===== config.mk =====
export PLATFORM = sky130hd
export DESIGN_NAME = pll_lock_reset_seq_flat
export DESIGN_NICKNAME = d
export VERILOG_FILES = /design/src/rtl/pll_lock_reset_seq_if.sv /design/src/rtl/pll_lock_reset_seq.sv /design/src/flat_wrapper.sv
export SDC_FILE = /design/constraint.sdc
export NUM_CORES = 1
export LEC_CHECK = 0
export BUFFER_PORTS_ARGS = -buffer_cell sky130_fd_sc_hd__buf_2
export CORE_MARGIN = 1.5
export CORE_UTILIZATION = 50
export CTS_CLUSTER_SIZE = 40
export DETAILED_ROUTE_END_ITERATION = 10
export GPL_ROUTABILITY_DRIVEN = 0
export PLACE_DENSITY = 0.71
export RECOVER_POWER = 50
export REMOVE_ABC_BUFFERS = 1
export SLEW_MARGIN = 20
export SYNTH_ARGS = -nofsm -noshare
export SYNTH_HDL_FRONTEND = slang
export SYNTH_SLANG_ARGS = --single-unit

===== constraint.sdc =====
create_clock -name i_clk -period 2.4 [get_ports i_clk]
set_clock_uncertainty 0.2 [all_clocks]
set_input_delay 0.12 -clock i_clk [delete_from_list [all_inputs] [get_ports i_clk]]
set_output_delay 0.12 -clock i_clk [all_outputs]
set_load 0.02 [all_outputs]

===== src/rtl/pll_lock_reset_seq_if.sv =====
// pll_lock_reset_seq_if: control/status bundle for the PLL lock reset sequencer.
// The slave modport is the sequencer side; the master modport is the controller side.
`timescale 1ns/1ps
interface pll_lock_reset_seq_if #(
  parameter int CNT_W = 8
);
  logic             i_locked_in;  // PLL LOCKED, asynchronous to the clock
  logic             i_force_rst;  // level request to re-run the sequence
  logic             i_clr_cnt;    // single-cycle clear of the loss counter
  logic             o_sys_rst_n;  // registered active-low downstream reset
  logic             o_ready;      // high only in RUN
  logic [1:0]       o_state;      // WAIT_LOCK=0, STABLE=1, HOLD=2, RUN=3
  logic [CNT_W-1:0] o_loss_cnt;   // lock-loss events seen in RUN

  modport master (
    output i_locked_in, i_force_rst, i_clr_cnt,
    input  o_sys_rst_n, o_ready, o_state, o_loss_cnt
  );

  modport slave (
    input  i_locked_in, i_force_rst, i_clr_cnt,
    output o_sys_rst_n, o_ready, o_state, o_loss_cnt
  );
endinterface


===== src/rtl/pll_lock_reset_seq.sv =====
// pll_lock_reset_seq: holds downstream logic in reset until the PLL lock has been
// seen stable for STABLE_CYCLES and then for HOLD_CYCLES more, and drops reset
// back on lock loss, FORCE_RST or RST_N.
// Optional feature macro: LOCK_LOSS_CNT_EN enables the saturating lock-loss counter;
// without it LOSS_CNT is tied to 0 and CLR_CNT is ignored.
`timescale 1ns/1ps
module pll_lock_reset_seq #(
  parameter int SYNC_STAGES   = 2,     // >= 2
  parameter int STABLE_CYCLES = 1024,  // >= 1
  parameter int HOLD_CYCLES   = 16,    // >= 1
  parameter int CNT_W         = 8
) (
  input  logic                  i_clk,
  input  logic                  i_rst_n,
  pll_lock_reset_seq_if.slave   bus
);

  localparam logic [1:0] ST_WAIT_LOCK = 2'd0;
  localparam logic [1:0] ST_STABLE    = 2'd1;
  localparam logic [1:0] ST_HOLD      = 2'd2;
  localparam logic [1:0] ST_RUN       = 2'd3;

  // The counter only ever reaches max(STABLE,HOLD)-1, so clog2 of the max is enough.
  localparam int CNT_MAX = (STABLE_CYCLES > HOLD_CYCLES) ? STABLE_CYCLES : HOLD_CYCLES;
  localparam int CTR_W   = (CNT_MAX > 1) ? $clog2(CNT_MAX) : 1;
  localparam logic [CTR_W-1:0] STABLE_LAST = CTR_W'(STABLE_CYCLES - 1);
  localparam logic [CTR_W-1:0] HOLD_LAST   = CTR_W'(HOLD_CYCLES - 1);

  logic [1:0]             r_rst_sync;
  logic [SYNC_STAGES-1:0] r_lock_sync;
  logic [1:0]             r_state;
  logic [CTR_W-1:0]       r_cnt;
  logic                   r_sys_rst_n;
  logic                   r_ready;

  logic                   w_lock_s;
  logic                   w_fsm_en;
  logic                   w_loss_evt;
  logic [1:0]             w_state_next;
  logic [CTR_W-1:0]       w_cnt_next;

  assign w_lock_s = r_lock_sync[SYNC_STAGES-1];
  assign w_fsm_en = r_rst_sync[1];

  // Reset release synchronizer: the FSM stays frozen until two edges after RST_N rises.
  always_ff @(posedge i_clk or negedge i_rst_n) begin
    if (!i_rst_n) r_rst_sync <= 2'b00;
    else          r_rst_sync <= {r_rst_sync[0], 1'b1};
  end

  // LOCKED_IN synchronizer chain; nothing else looks at the raw input.
  always_ff @(posedge i_clk or negedge i_rst_n) begin
    if (!i_rst_n) r_lock_sync <= '0;
    else          r_lock_sync <= {r_lock_sync[SYNC_STAGES-2:0], bus.i_locked_in};
  end

  // Next-state logic: FORCE_RST beats everything, then lock loss, then count expiry.
  always_comb begin
    w_state_next = r_state;
    w_cnt_next   = r_cnt;
    w_loss_evt   = 1'b0;
    if (bus.i_force_rst) begin
      w_state_next = ST_WAIT_LOCK;
      w_cnt_next   = '0;
    end else begin
      case (r_state)
        ST_WAIT_LOCK: begin
          w_cnt_next = '0;
          if (w_lock_s) w_state_next = ST_STABLE;
        end
        ST_STABLE: begin
          if (!w_lock_s) begin
            w_state_next = ST_WAIT_LOCK;
            w_cnt_next   = '0;
          end else if (r_cnt == STABLE_LAST) begin
            w_state_next = ST_HOLD;
            w_cnt_next   = '0;
          end else begin
            w_cnt_next = r_cnt + CTR_W'(1);
          end
        end
        ST_HOLD: begin
          if (!w_lock_s) begin
            w_state_next = ST_WAIT_LOCK;
            w_cnt_next   = '0;
          end else if (r_cnt == HOLD_LAST) begin
            w_state_next = ST_RUN;
            w_cnt_next   = '0;
          end else begin
            w_cnt_next = r_cnt + CTR_W'(1);
          end
        end
        default: begin  // ST_RUN
          w_cnt_next = '0;
          if (!w_lock_s) begin
            w_state_next = ST_WAIT_LOCK;
            w_loss_evt   = w_fsm_en;
          end
        end
      endcase
    end
  end

  // State, counter and outputs; outputs are decoded from the next state so they move with STATE.
  always_ff @(posedge i_clk or negedge i_rst_n) begin
    if (!i_rst_n) begin
      r_state     <= ST_WAIT_LOCK;
      r_cnt       <= '0;
      r_sys_rst_n <= 1'b0;
      r_ready     <= 1'b0;
    end else if (w_fsm_en) begin
      r_state     <= w_state_next;
      r_cnt       <= w_cnt_next;
      r_sys_rst_n <= (w_state_next == ST_RUN);
      r_ready     <= (w_state_next == ST_RUN);
    end
  end

  assign bus.o_state     = r_state;
  assign bus.o_sys_rst_n = r_sys_rst_n;
  assign bus.o_ready     = r_ready;

`ifdef LOCK_LOSS_CNT_EN
  logic [CNT_W-1:0] r_loss_cnt;

  // Saturating lock-loss counter; a clear coinciding with a loss leaves exactly one count.
  always_ff @(posedge i_clk or negedge i_rst_n) begin
    if (!i_rst_n) begin
      r_loss_cnt <= '0;
    end else if (bus.i_clr_cnt) begin
      r_loss_cnt <= w_loss_evt ? CNT_W'(1) : '0;
    end else if (w_loss_evt && (r_loss_cnt != '1)) begin
      r_loss_cnt <= r_loss_cnt + CNT_W'(1);
    end
  end

  assign bus.o_loss_cnt = r_loss_cnt;
`else
  logic w_unused;
  assign w_unused       = &{1'b0, w_loss_evt, bus.i_clr_cnt};
  assign bus.o_loss_cnt = '0;
`endif

endmodule

===== src/flat_wrapper.sv =====
// flat-port wrapper written by rule: the top's interface ports become plain ports
module pll_lock_reset_seq_flat 
#(
  parameter int SYNC_STAGES   = 2,            
  parameter int STABLE_CYCLES = 1024,         
  parameter int HOLD_CYCLES   = 16,           
  parameter int CNT_W         = 8
)
  (i_clk, i_rst_n, bus_i_locked_in, bus_i_force_rst, bus_i_clr_cnt, bus_o_sys_rst_n, bus_o_ready, bus_o_state, bus_o_loss_cnt);
  pll_lock_reset_seq_if #(.CNT_W(CNT_W)) bus_i ();
  input  logic i_clk;
  input  logic i_rst_n;
  input wire logic [$bits(bus_i.i_locked_in)-1:0] bus_i_locked_in;
  input wire logic [$bits(bus_i.i_force_rst)-1:0] bus_i_force_rst;
  input wire logic [$bits(bus_i.i_clr_cnt)-1:0] bus_i_clr_cnt;
  output wire logic [$bits(bus_i.o_sys_rst_n)-1:0] bus_o_sys_rst_n;
  output wire logic [$bits(bus_i.o_ready)-1:0] bus_o_ready;
  output wire logic [$bits(bus_i.o_state)-1:0] bus_o_state;
  output wire logic [$bits(bus_i.o_loss_cnt)-1:0] bus_o_loss_cnt;
  assign bus_i.i_locked_in = bus_i_locked_in;
  assign bus_i.i_force_rst = bus_i_force_rst;
  assign bus_i.i_clr_cnt = bus_i_clr_cnt;
  assign bus_o_sys_rst_n = bus_i.o_sys_rst_n;
  assign bus_o_ready = bus_i.o_ready;
  assign bus_o_state = bus_i.o_state;
  assign bus_o_loss_cnt = bus_i.o_loss_cnt;
  pll_lock_reset_seq #(.SYNC_STAGES(SYNC_STAGES), .STABLE_CYCLES(STABLE_CYCLES), .HOLD_CYCLES(HOLD_CYCLES), .CNT_W(CNT_W)) u_core (.i_clk(i_clk), .i_rst_n(i_rst_n), .bus(bus_i));
endmodule

-- Yosys cells after proc, flatten, opt, wreduce, memory -nomap -nowiden
Cells that the tools add are included.
- word-level logic and storage cells: 26
- output and inout bits: 12
- flip-flop bits (word level): 17
- bits in writable memories: 0
- memories kept: 0
- memory bits (read-only): 0
- latch bits: 0
- $add $sub $neg: 1
- $lt $le $gt $ge: 0
- shift operators: 0
- equality and inequality tests: 5
- reductions and logical operators: 1
- bitwise logic cells: 0
- div/mod/pow operators: 0
- multiplexer cells: 14
- multiply operators: 0
- operator list (cell ; number):
    two-way mux 10 bit ; 5
    one-hot mux 10 bit (2 select lines) ; 1
    two-way mux 2 bit ; 7
    adder 10 x 1 -> 10 bit (second input constant) ; 1
    == test 10 bit (second input constant) ; 1
    == test 10 x 4 -> 1 bit (second input constant) ; 1
    one-hot mux 2 bit (3 select lines) ; 1
    == test 2 bit (second input constant) ; 2
    == test 2 x 1 -> 1 bit (second input constant) ; 1
    logical NOT 2 bit ; 1

-- Logic depth before layout (Yosys ltp)
Gate-level depths: netlist of the first run.
- word-level depth: 6
- gate-level depth with buffers: 8

-- Least setup slack after synthesis of the first run
No wires, ideal clock.
- path kind: register to register
- from: reg u_core.r_state[0], in the netlist u_core.bus.o_state[0]
- to: reg u_core.r_cnt[6]
- clock period less this slack: 2108 ps
- buffers on the path: 0
- library setup time: 87 ps
- data arrival time: 1821 ps
- cell stages (with the launch flop): 8
- setup slack: 292 ps
- cells stage by stage: dfrtp_1 inv_1 ha_1 and4b_1 nand2_1 o22a_4 or3_1 o211ai_1
- word-level cells in the longest chain between the ends: 3
- elaborated cells between the ends (all ways): 4
- those cells by class: eq/ne: 2; mux: 2
- RTL lines (item ; line ; text):
    from (decl) ; pll_lock_reset_seq.sv:31 ; logic [1:0] r_state;
    from (signal assigned) ; pll_lock_reset_seq.sv:112 ; r_state <= w_state_next;
    == test 2 bit / == test 2 x 1 -> 1 bit (equally long branches) ; pll_lock_reset_seq.sv:66 ; case (r_state)
    one-hot mux 10 bit (2 select lines) * ; pll_lock_reset_seq.sv:66 ;
    two-way mux 10 bit * ; pll_lock_reset_seq.sv:62 ; if (bus.i_force_rst) begin
    to (signal assigned) ; pll_lock_reset_seq.sv:113 ; r_cnt <= w_cnt_next;
    to (decl) ; pll_lock_reset_seq.sv:32 ; logic [CTR_W-1:0] r_cnt;
Every way passes the cells marked *; elsewhere a longest branch is shown, timed or not.
A chain may end at the register's enable or synchronous reset.

-- Worst setup path in the final report of the first run
- from: reg u_core.r_cnt[0]
- to: reg u_core.r_cnt[5]
- word-level cells in the longest chain between the ends: 5
- elaborated cells between the ends (all ways): 9
- those cells by class: add/sub: 1; eq/ne: 2; mux: 6
- RTL lines (item ; line):
    adder 10 x 1 -> 10 bit (tied with other cells) ; pll_lock_reset_seq.sv:79, pll_lock_reset_seq.sv:90
    two-way mux 10 bit (on tied branches) ; pll_lock_reset_seq.sv:86, pll_lock_reset_seq.sv:75
    two-way mux 10 bit (on tied branches) ; pll_lock_reset_seq.sv:83, pll_lock_reset_seq.sv:72
    one-hot mux 10 bit (2 select lines) * ; pll_lock_reset_seq.sv:66
    two-way mux 10 bit * ; pll_lock_reset_seq.sv:62
Marks and branches as above.

==> reports/metrics.cfg, run 1 <==
[cts]
postCtsResizedCells=0
path_clk_slew_ns=0.10
clockBufferDepth=2
root_buffer=clkbuf_4
cts_tree=done
post_cts_buffers=0
cts_buffers=3
clock_latency_ns=0.29
h-tree-depth=1
cts.sinks=17
cts-hold-fix-buffers=2

[yosys]
syn_area_per_cell_um2=9.47
synth_cell_types=38
synthTopCellsByCount=dfrtp_1, inv_1, buf_4
synth_seq_cells=17
yosysTopAreaCellShare_pct=40.5
ys_async_sr_fraction_pct=100
synthFlopType=dfrtp_1
synth_cells=111
synth.area.top_cells=dfrtp_1, buf_4, ha_1, inv_1, a21o_1
synth_edf_count=0
yosysWarnings=0
synth_top_area_cell=dfrtp_1
synth_most_common_cell=dfrtp_1
yosysSeqAreaShare_pct=40.5
synth.cell_area_mm2=0.00105

[final_layout]
nets=133
layout.cells.non_filler=149
nFillCells=180
final_layout_size_suffix_gt1_share_pct=13.1
seq_area_um2=425
area_growth_pct=7.02
n_antenna_cell=0
multi_input_area_um2=532

[place]
hpwl_um=1340
port_buffers=7
dp.cells=143

[sta]
min_period_ns=2.17
hold_viol_final=0
fmax_ghz=0.462
fin_tns_setup_ns=0
relSlewSlack_pct=38.4
rsz0062_at_grt=false
worstMarginPinSlew_ns=0.924
setup_viol=0
slew_viol_final=0
post-route-period-util_pct=90.2

[route]
final_antenna_net_count=0
wire_per_inst_um=12.5
vias=823
drtIter0Drc=19
post-route-drc-count=0
drt-total-wl_um=1870
first_pass_iters=4
vias_per_cell=5.52

[worst_setup_path]
r2r_start=u_core.r_cnt[0]$_DFFE_PN0P_
crit_family=simple AND/OR/NAND/NOR gates
endpoint_kind=flop
worstSetupPathType=flop to flop
reg2reg_depth=6
cp_slowest_cell=dfrtp_1
critPathArrivalTime_ns=2.15
worst-path-stages=6
critPathMaxStageDelay_ns=0.44
crit_required_ns=2.39
timing.critical_path.buf_inv=0
worstPathMaxFanout=14
startpoint=u_core.r_cnt[0]$_DFFE_PN0P_
start_kind=flop
worstPathCellList=ha_1 > nand3_1 > nor4_4 > o22a_4 > o21ai_0 > a21o_1

[power_and_ir_drop]
p_per_area_mw_per_mm2=469
ir_worst_vdd_mv=0.402
p_leak_nw=0.519

[min_path]
hold_start=bus_i_force_rst
worstHoldPathType=input pin to flop
hold_depth=4

[floorplanning]
io_pins=17
core_mm2=0.00196
die-area_mm2=0.00239
die_x_um=48.8
row_count=16
die-height_um=48.8
initial_core_util_pct=53.6

[grt]
grt_start_max_net_pins=18
track_usage_pct=18.3
antenna_found_initial=0
grt_pass1_vias=794
grt_pass1_wl_um=3410
grt_overflow=0

[outcome]
status=finished, final reports clean

[job]
drv_cap=0

state kept, by name, indices dropped and copies added (netlist names):
name	count
u_core.bus.o_state	2
u_core.bus.o_sys_rst_n	1
u_core.r_cnt	10
u_core.r_lock_sync	2
u_core.r_rst_sync	2
layout make-up:
cell class	instances	share of cell area [%]
multi-input cells	80	47.3
clock buffers	3	2.00
inverters	10	3.34
well taps	27	3.00
repair buffers	11	6.12
flip-flops and latches	17	37.8
clock inverters	1	0.445
per-stage QoR:
step	worst slack (ns)	total power, W	hold WS (ns)	instance area, µm²	util (%)
floorplan	0.250	0.000351	-0.376	995	-
global placement	0.295	0.000375	-0.143	1080	55.0
detailed placement	0.264	0.000377	-0.137	1080	55.0
CTS	0.237	0.000530	0.000955	1130	57.4
global route	0.0430	0.000551	0.0399	1120	57.3
finish	0.235	0.000527	0.0114	1120	57.3
layout by cell type, fill, tap and decap left out, types with 5 or more instances in the layout:
cell     synthesis  final
dfrtp_1         17     17
nand2_1          8      8
conb_1           2      9
o21ai_0          5      5
buf_2            0      6
ha_1             5      5
inv_1           10     10
nor3_1           5      5
kinds of logic (layout without fill, tap and decap cells):
logic type	after synthesis	after routing	synth area share, %
buffers and inverters	21	25	11.4
muxes	1	1	0.952
xor gates and xnor gates	2	2	1.67
AOI/OAI and AO/OA	27	27	18.6
adders and majority gates	5	5	5.95
other	2	9	0.715
and+or+nand+nor	36	36	20.2
DFF	17	17	40.5
per-layer routing:
layer	GRT usage, %	up-vias	wire length (µm)
met2	29.2	26	857
met1	23.9	385	891
met3	3.07	6	74
li1	-	406	-
met5	0	-	0
met4	9.52	0	44
report_power, final:
| group | switching [W] | internal, W |
|---|---|---|
| logic | 0.0000502 | 0.0000256 |
| clock network | 0.0000910 | 0.0000620 |
| registers | 0.00000554 | 0.000293 |
| total | 0.000147 | 0.000381 |
tightest hold or removal path: cells and delay by family:
family | cells | cell delay (ns)
buffers and inverters | 2 | 0.16
AOI/OAI and AO/OA | 2 | 0.19
path summary, 6_finish.rpt:
kind	endpoint	slack, ns
setup / recovery	u_core.r_cnt[5]$_DFFE_PN0P_	0.23
hold / removal	u_core.bus.o_sys_rst_n$_DFFE_PN0P_	0.01
setup reg to reg	u_core.r_cnt[5]$_DFFE_PN0P_	0.23
hold reg to reg	u_core.r_lock_sync[1]$_DFF_PN0_	0.16
max in group asynchronous	u_core.bus.o_state[0]$_DFFE_PN0P_	1.17
min in group asynchronous	u_core.r_cnt[7]$_DFFE_PN0P_	0.27
No activity file was read; power rests on OpenSTA's default activity.
==> run 2, diff against run 1 <==
--- a/config.mk
+++ b/config.mk
@@ -10,9 +10,7 @@
 export CORE_UTILIZATION = 50
 export CTS_CLUSTER_SIZE = 40
 export DETAILED_ROUTE_END_ITERATION = 10
-export GPL_ROUTABILITY_DRIVEN = 0
 export PLACE_DENSITY = 0.71
-export RECOVER_POWER = 50
 export REMOVE_ABC_BUFFERS = 1
 export SLEW_MARGIN = 20
 export SYNTH_ARGS = -nofsm -noshare
==> run 2 against run 1 <==
  * Global-route usage stayed put
  * Routed wire length is 0.48% higher
  * Clock power hardly changed
  * Critical path depth stayed put
  * Highest routed layer unchanged
==> reports/metrics.cfg, run 2 (synthesized netlist as in run 1, its figures left out) <==
[grt]
met2_usage_pct=29.2
grt_start_max_net_pins=18
use_met1_pct=23.9
grt_overflow=0
grt_pass1_vias=794
use_met3_pct=3.07
grt_pass1_wl_um=3410
track_usage_pct=18.3
grt-busiest-layer=met2
antenna_found_initial=0

[worst_setup_path]
worstPathMaxFanout=14
reg2reg_slack_ns=0.23
worstSetupPathType=flop to flop
crit_family=simple AND/OR/NAND/NOR gates
critPathMaxStageDelay_ns=0.44
endpoint_kind=flop
cp_slowest_cell=dfrtp_1
timing.critical_path.buf_inv=0
crit_required_ns=2.39
worstPathCellList=ha_1 > nand3_1 > nor4_4 > o22a_4 > o21ai_0 > a21o_1
start_kind=flop
critPathArrivalTime_ns=2.16

[route]
drtIter0Drc=19
vias_per_cell=5.54
vias=825
post-route-drc-count=0
drt-total-wl_um=1880
first_pass_iters=4
final_antenna_net_count=0
wire_per_inst_um=12.6

[floorplanning]
die-height_um=48.8
row_count=16
die_x_um=48.8
io_pins=17
core_mm2=0.00196
initial_core_util_pct=53.6
die-area_mm2=0.00239

[cts]
path_clk_slew_ns=0.10
cts_tree=done
clockBufferDepth=2
clock_latency_ns=0.29
cts.sinks=17
h-tree-depth=1
cts-hold-fix-buffers=2
cts_buffers=3
root_buffer=clkbuf_4
postCtsResizedCells=0
post_cts_buffers=0

[final_layout]
final_layout_size_suffix_gt1_share_pct=13.9
mostFrequentLayoutCells=dfrtp_1, inv_1, conb_1, nand2_1, buf_2
nFillCells=179
n_antenna_cell=0
nets=133
largest-register=u_core.r_cnt
largest_reg_flops=10
final_common_cell=dfrtp_1
area_growth_pct=7.14

[sta]
hold_viol_final=0
fmax_ghz=0.461
slew_viol_final=0
min_period_ns=2.17
post-route-period-util_pct=90.4
setup_viol=0
rsz0062_at_grt=false
fin_tns_setup_ns=0

[min_path]
worstHoldPathType=input pin to flop

[outcome]
status=finished, final reports clean

[place]
gp_congestion=0.877
hpwl_um=1340
port_buffers=7

[power_and_ir_drop]
p_total_w=0.000527
ir_worst_vdd_mv=0.402
p_leak_nw=0.521
p_per_area_mw_per_mm2=468

[job]
drv_cap=0

## run 2: final timing paths
kind	from	end	cells after the start
setup / recovery	u_core.r_cnt[0]$_DFFE_PN0P_	u_core.r_cnt[5]$_DFFE_PN0P_	6
hold / removal	bus_i_force_rst	u_core.bus.o_sys_rst_n$_DFFE_PN0P_	4
setup reg to reg	u_core.r_cnt[0]$_DFFE_PN0P_	u_core.r_cnt[5]$_DFFE_PN0P_	6
hold reg to reg	u_core.r_lock_sync[0]$_DFF_PN0_	u_core.r_lock_sync[1]$_DFF_PN0_	0
max in group asynchronous	i_rst_n	u_core.bus.o_state[0]$_DFFE_PN0P_	2
min in group asynchronous	i_rst_n	u_core.r_cnt[7]$_DFFE_PN0P_	2
## run 2: tightest hold or removal path: cells and delay by family
kind / cells / cell delay [ns]
buf+inv: 2 / 0.16
compound gates: 2 / 0.18
## run 2: report_power, final
group          switching, W  internal, W  total (W)
combinational     0.0000500    0.0000258  0.0000758
clock             0.0000909    0.0000620   0.000153
sequential       0.00000556     0.000293   0.000299
total              0.000147     0.000381   0.000527
## run 2: final cells by class
type / count / area (µm²) / share of cell area [%]
multi-input cells: 80 / 532 / 47.2
clock inverters: 1 / 5.00 / 0.444
flip-flops and latches: 17 / 425 / 37.8
clock buffers: 3 / 22.5 / 2.00
inverters: 10 / 37.5 / 3.33
well taps: 27 / 33.8 / 3.00
repair buffers: 11 / 70.1 / 6.22
## run 2: routing by layer
metal	vias to the layer above	part of all wire, %
met5	-	0
met4	0	1.4
met3	4	3.9
met2	27	47
met1	388	48
li1	406	-
## run 2: stage by stage
stage / hold WS, ns / area [µm²] / setup WS (ns) / std cells / util [%]
after floorplan: -0.376 / 995 / 0.250 / 107 / -
after global placement: -0.143 / 1080 / 0.295 / 143 / 55.0
after detailed placement: -0.137 / 1080 / 0.264 / 143 / 55.0
after CTS: 0.000955 / 1130 / 0.237 / 149 / 57.4
after global routing: 0.0399 / 1130 / 0.0430 / 149 / 57.4
final: 0.0111 / 1130 / 0.231 / 149 / 57.4
==> run 3, diff against run 2 <==
--- a/config.mk
+++ b/config.mk
@@ -5,12 +5,13 @@
 export SDC_FILE = /design/constraint.sdc
 export NUM_CORES = 1
 export LEC_CHECK = 0
+export ABC_AREA = 1
 export BUFFER_PORTS_ARGS = -buffer_cell sky130_fd_sc_hd__buf_2
 export CORE_MARGIN = 1.5
 export CORE_UTILIZATION = 50
 export CTS_CLUSTER_SIZE = 40
 export DETAILED_ROUTE_END_ITERATION = 10
-export PLACE_DENSITY = 0.71
+export PLACE_DENSITY = 0.7
 export REMOVE_ABC_BUFFERS = 1
 export SLEW_MARGIN = 20
 export SYNTH_ARGS = -nofsm -noshare
==> run 3 against run 2 <==
  * Utilization increased by 1.2 points
  * Cell count increased by 19%
  * Critical path depth increased by 4
  * Worst hold slack improved by 0.053 ns
  * Critical path type unchanged
  * Critical endpoint is now u_core.bus.o_state[0]$_DFFE_PN0P_
  * Highest routed layer unchanged
==> reports/metrics.cfg, run 3 <==
[outcome]
status=finished, final reports clean

[yosys]
synthFlopType=dfrtp_1
syn_area_per_cell_um2=8.01
synth_cell_types=25
synthTopCellsByCount=nand2_1, dfrtp_1, inv_1
ys_async_sr_fraction_pct=100
synth.cell_area_mm2=0.00112
synth_seq_cells=17
synth.area.top_cells=dfrtp_1, nand2_1, buf_4, ha_1, inv_1
yosysSeqAreaShare_pct=37.9
yosysWarnings=0
synth_most_common_cell=nand2_1
synth_edf_count=0
synth_cells=140
yosysTopAreaCellShare_pct=37.9
synth_top_area_cell=dfrtp_1

[route]
drtIter0Drc=16
post-route-drc-count=0
vias_per_cell=4.87
wire_per_inst_um=10.7
first_pass_iters=6
final_antenna_net_count=0
vias=866
drt-total-wl_um=1910

[min_path]
worstHoldPathType=input pin to async pin

[final_layout]
layout.cells.non_filler=178
mostFrequentLayoutCells=nand2_1, dfrtp_1, inv_1, nor2_1, conb_1
n_antenna_cell=0
area_growth_pct=6.81
final_layout_size_suffix_gt1_share_pct=22.5
largest-register=u_core.r_cnt
final_common_cell=nand2_1
nets=162
fin_util_pct=58.6
largest_reg_flops=10

[sta]
min_period_ns=1.78
rsz0062_at_grt=false
post-route-period-util_pct=74.1
fin_tns_setup_ns=0
slew_viol_final=0
fmax_ghz=0.562
setup_viol=0
setup_slack_ns=0.622
hold_viol_final=0

[floorplanning]
initial_core_util_pct=54.9
die-area_mm2=0.00254
row_count=16
die_x_um=50.4
core_mm2=0.00204
io_pins=17
die-height_um=50.4

[place]
gp_congestion=0.829
port_buffers=7
hpwl_um=1470
dp.cells=171
place_ws_ns=0.644

[power_and_ir_drop]
ir_worst_vdd_mv=0.319
pwr-share-seq_pct=58.0
switching_share_pct=27.4
p_sw_w=0.000142
power_frac_comb_pct=13.5
p_leak_nw=0.622
p_per_area_mw_per_mm2=435
p_clk_share_pct=28.5
p_int_w=0.000378

[cts]
cts_tree=done
post_cts_buffers=0
path_clk_slew_ns=0.09
cts.sinks=17
clockBufferDepth=2
h-tree-depth=1
cts-hold-fix-buffers=3
clock_latency_ns=0.29
postCtsResizedCells=0
cts_buffers=3
root_buffer=clkbuf_4

[worst_setup_path]
reg2reg_slack_ns=0.62
start_kind=flop
critPathArrivalTime_ns=1.75
endpoint_kind=flop
crit_required_ns=2.37
r2r_end=u_core.bus.o_state[0]$_DFFE_PN0P_
reg2reg_depth=10
worstPathMaxFanout=7
endpoint=u_core.bus.o_state[0]$_DFFE_PN0P_
startpoint=u_core.bus.o_state[0]$_DFFE_PN0P_
worstSetupPathType=flop to flop
r2r_start=u_core.bus.o_state[0]$_DFFE_PN0P_

[grt]
grt_overflow=0
antenna_found_initial=0
grt_pass1_vias=845
grt_pass1_wl_um=3570
grt_start_max_net_pins=18
track_usage_pct=18.6

[job]
drv_cap=0

==> run 3: changes by cell type in the layout (fill, tap and decap cells not counted), sizes merged, moves of 3 or more <==
cell	before	now
o21ai	8	14
inv	10	19
xor2	0	3
a21o	4	0
nor2	3	11
o22ai	4	1
nand2	8	40
nor4	4	0
nand3	4	9
==> run 3: power by group through the flow <==
stage / logic [W] / registers [W] / clock network [W]
6_report: 0.0000704 / 0.000302 / 0.000148
5_1_grt: 0.0000789 / 0.000303 / 0.000174
4_1_cts: 0.0000704 / 0.000302 / 0.000158
3_5_place_dp: 0.0000666 / 0.000308 / 0
3_3_place_gp: 0.0000644 / 0.000307 / 0
2_1_floorplan: 0.0000459 / 0.000308 / 0
==> run 3: worst max-delay path, stage by stage, from the launching register on <==
cell	delay (ns)
dfrtp_1	0.47
inv_1	0.12
ha_1	0.24
nand2_1	0.08
inv_1	0.05
a21oi_1	0.18
nand2_1	0.07
nand2_1	0.06
nand2_1	0.07
nand3_1	0.07
o21ai_1	0.07
==> run 3: layer usage <==
metal	up-vias	GRT usage, %	part of all wire [%]
met2	14	31.4	50
met4	0	12.2	2.5
met5	-	0	0
met1	402	22.1	45
li1	446	-	-
met3	4	2.68	2.1
==> run 3: kinds of logic (layout without fill, tap and decap cells) <==
kind of cell    count (synthesis)  count (layout)  synth area share [%]
simple gates                   65              65                  29.4
buf+inv                        29              33                  13.3
compound gates                 19              19                  10.8
flops                          17              17                  37.9
fa+ha+maj                       5               5                  5.58
xor+xnor                        3               3                  2.34
other cells                     2               9                 0.670
==> run 3: worst min-delay path by stage <==
stage                                              to  slack (ns)  cells after the start
floorplan           u_core.bus.o_state[0]$_DFFE_PN0P_       -0.38                      0
detailed placement        u_core.r_cnt[1]$_DFFE_PN0P_       -0.14                      1
finish                    u_core.r_cnt[1]$_DFFE_PN0P_        0.06                      2
global route              u_core.r_cnt[2]$_DFFE_PN0P_        0.09                      2
global placement          u_core.r_cnt[1]$_DFFE_PN0P_       -0.15                      1
CTS                       u_core.r_cnt[3]$_DFFE_PN0P_        0.07                      2
==> run 3: area by class of cell <==
| type | instances | area, µm² |
|---|---|---|
| clock buffer | 4 | 26.3 |
| sequential | 17 | 425 |
| timing repair buffer | 10 | 65.1 |
| inverter | 19 | 73.8 |
| tap | 27 | 33.8 |
| fill | 193 | 845 |
| multi-input combinational | 101 | 573 |
==> run 3: per-stage QoR <==
| step | hold slack [ns] | cell area, µm² | total power [W] |
|---|---|---|---|
| floorplan | -0.376 | 1070 | 0.000354 |
| global placement | -0.146 | 1140 | 0.000371 |
| detailed placement | -0.145 | 1140 | 0.000374 |
| CTS | 0.0673 | 1200 | 0.000530 |
| global route | 0.0930 | 1200 | 0.000556 |
| finish | 0.0638 | 1200 | 0.000521 |
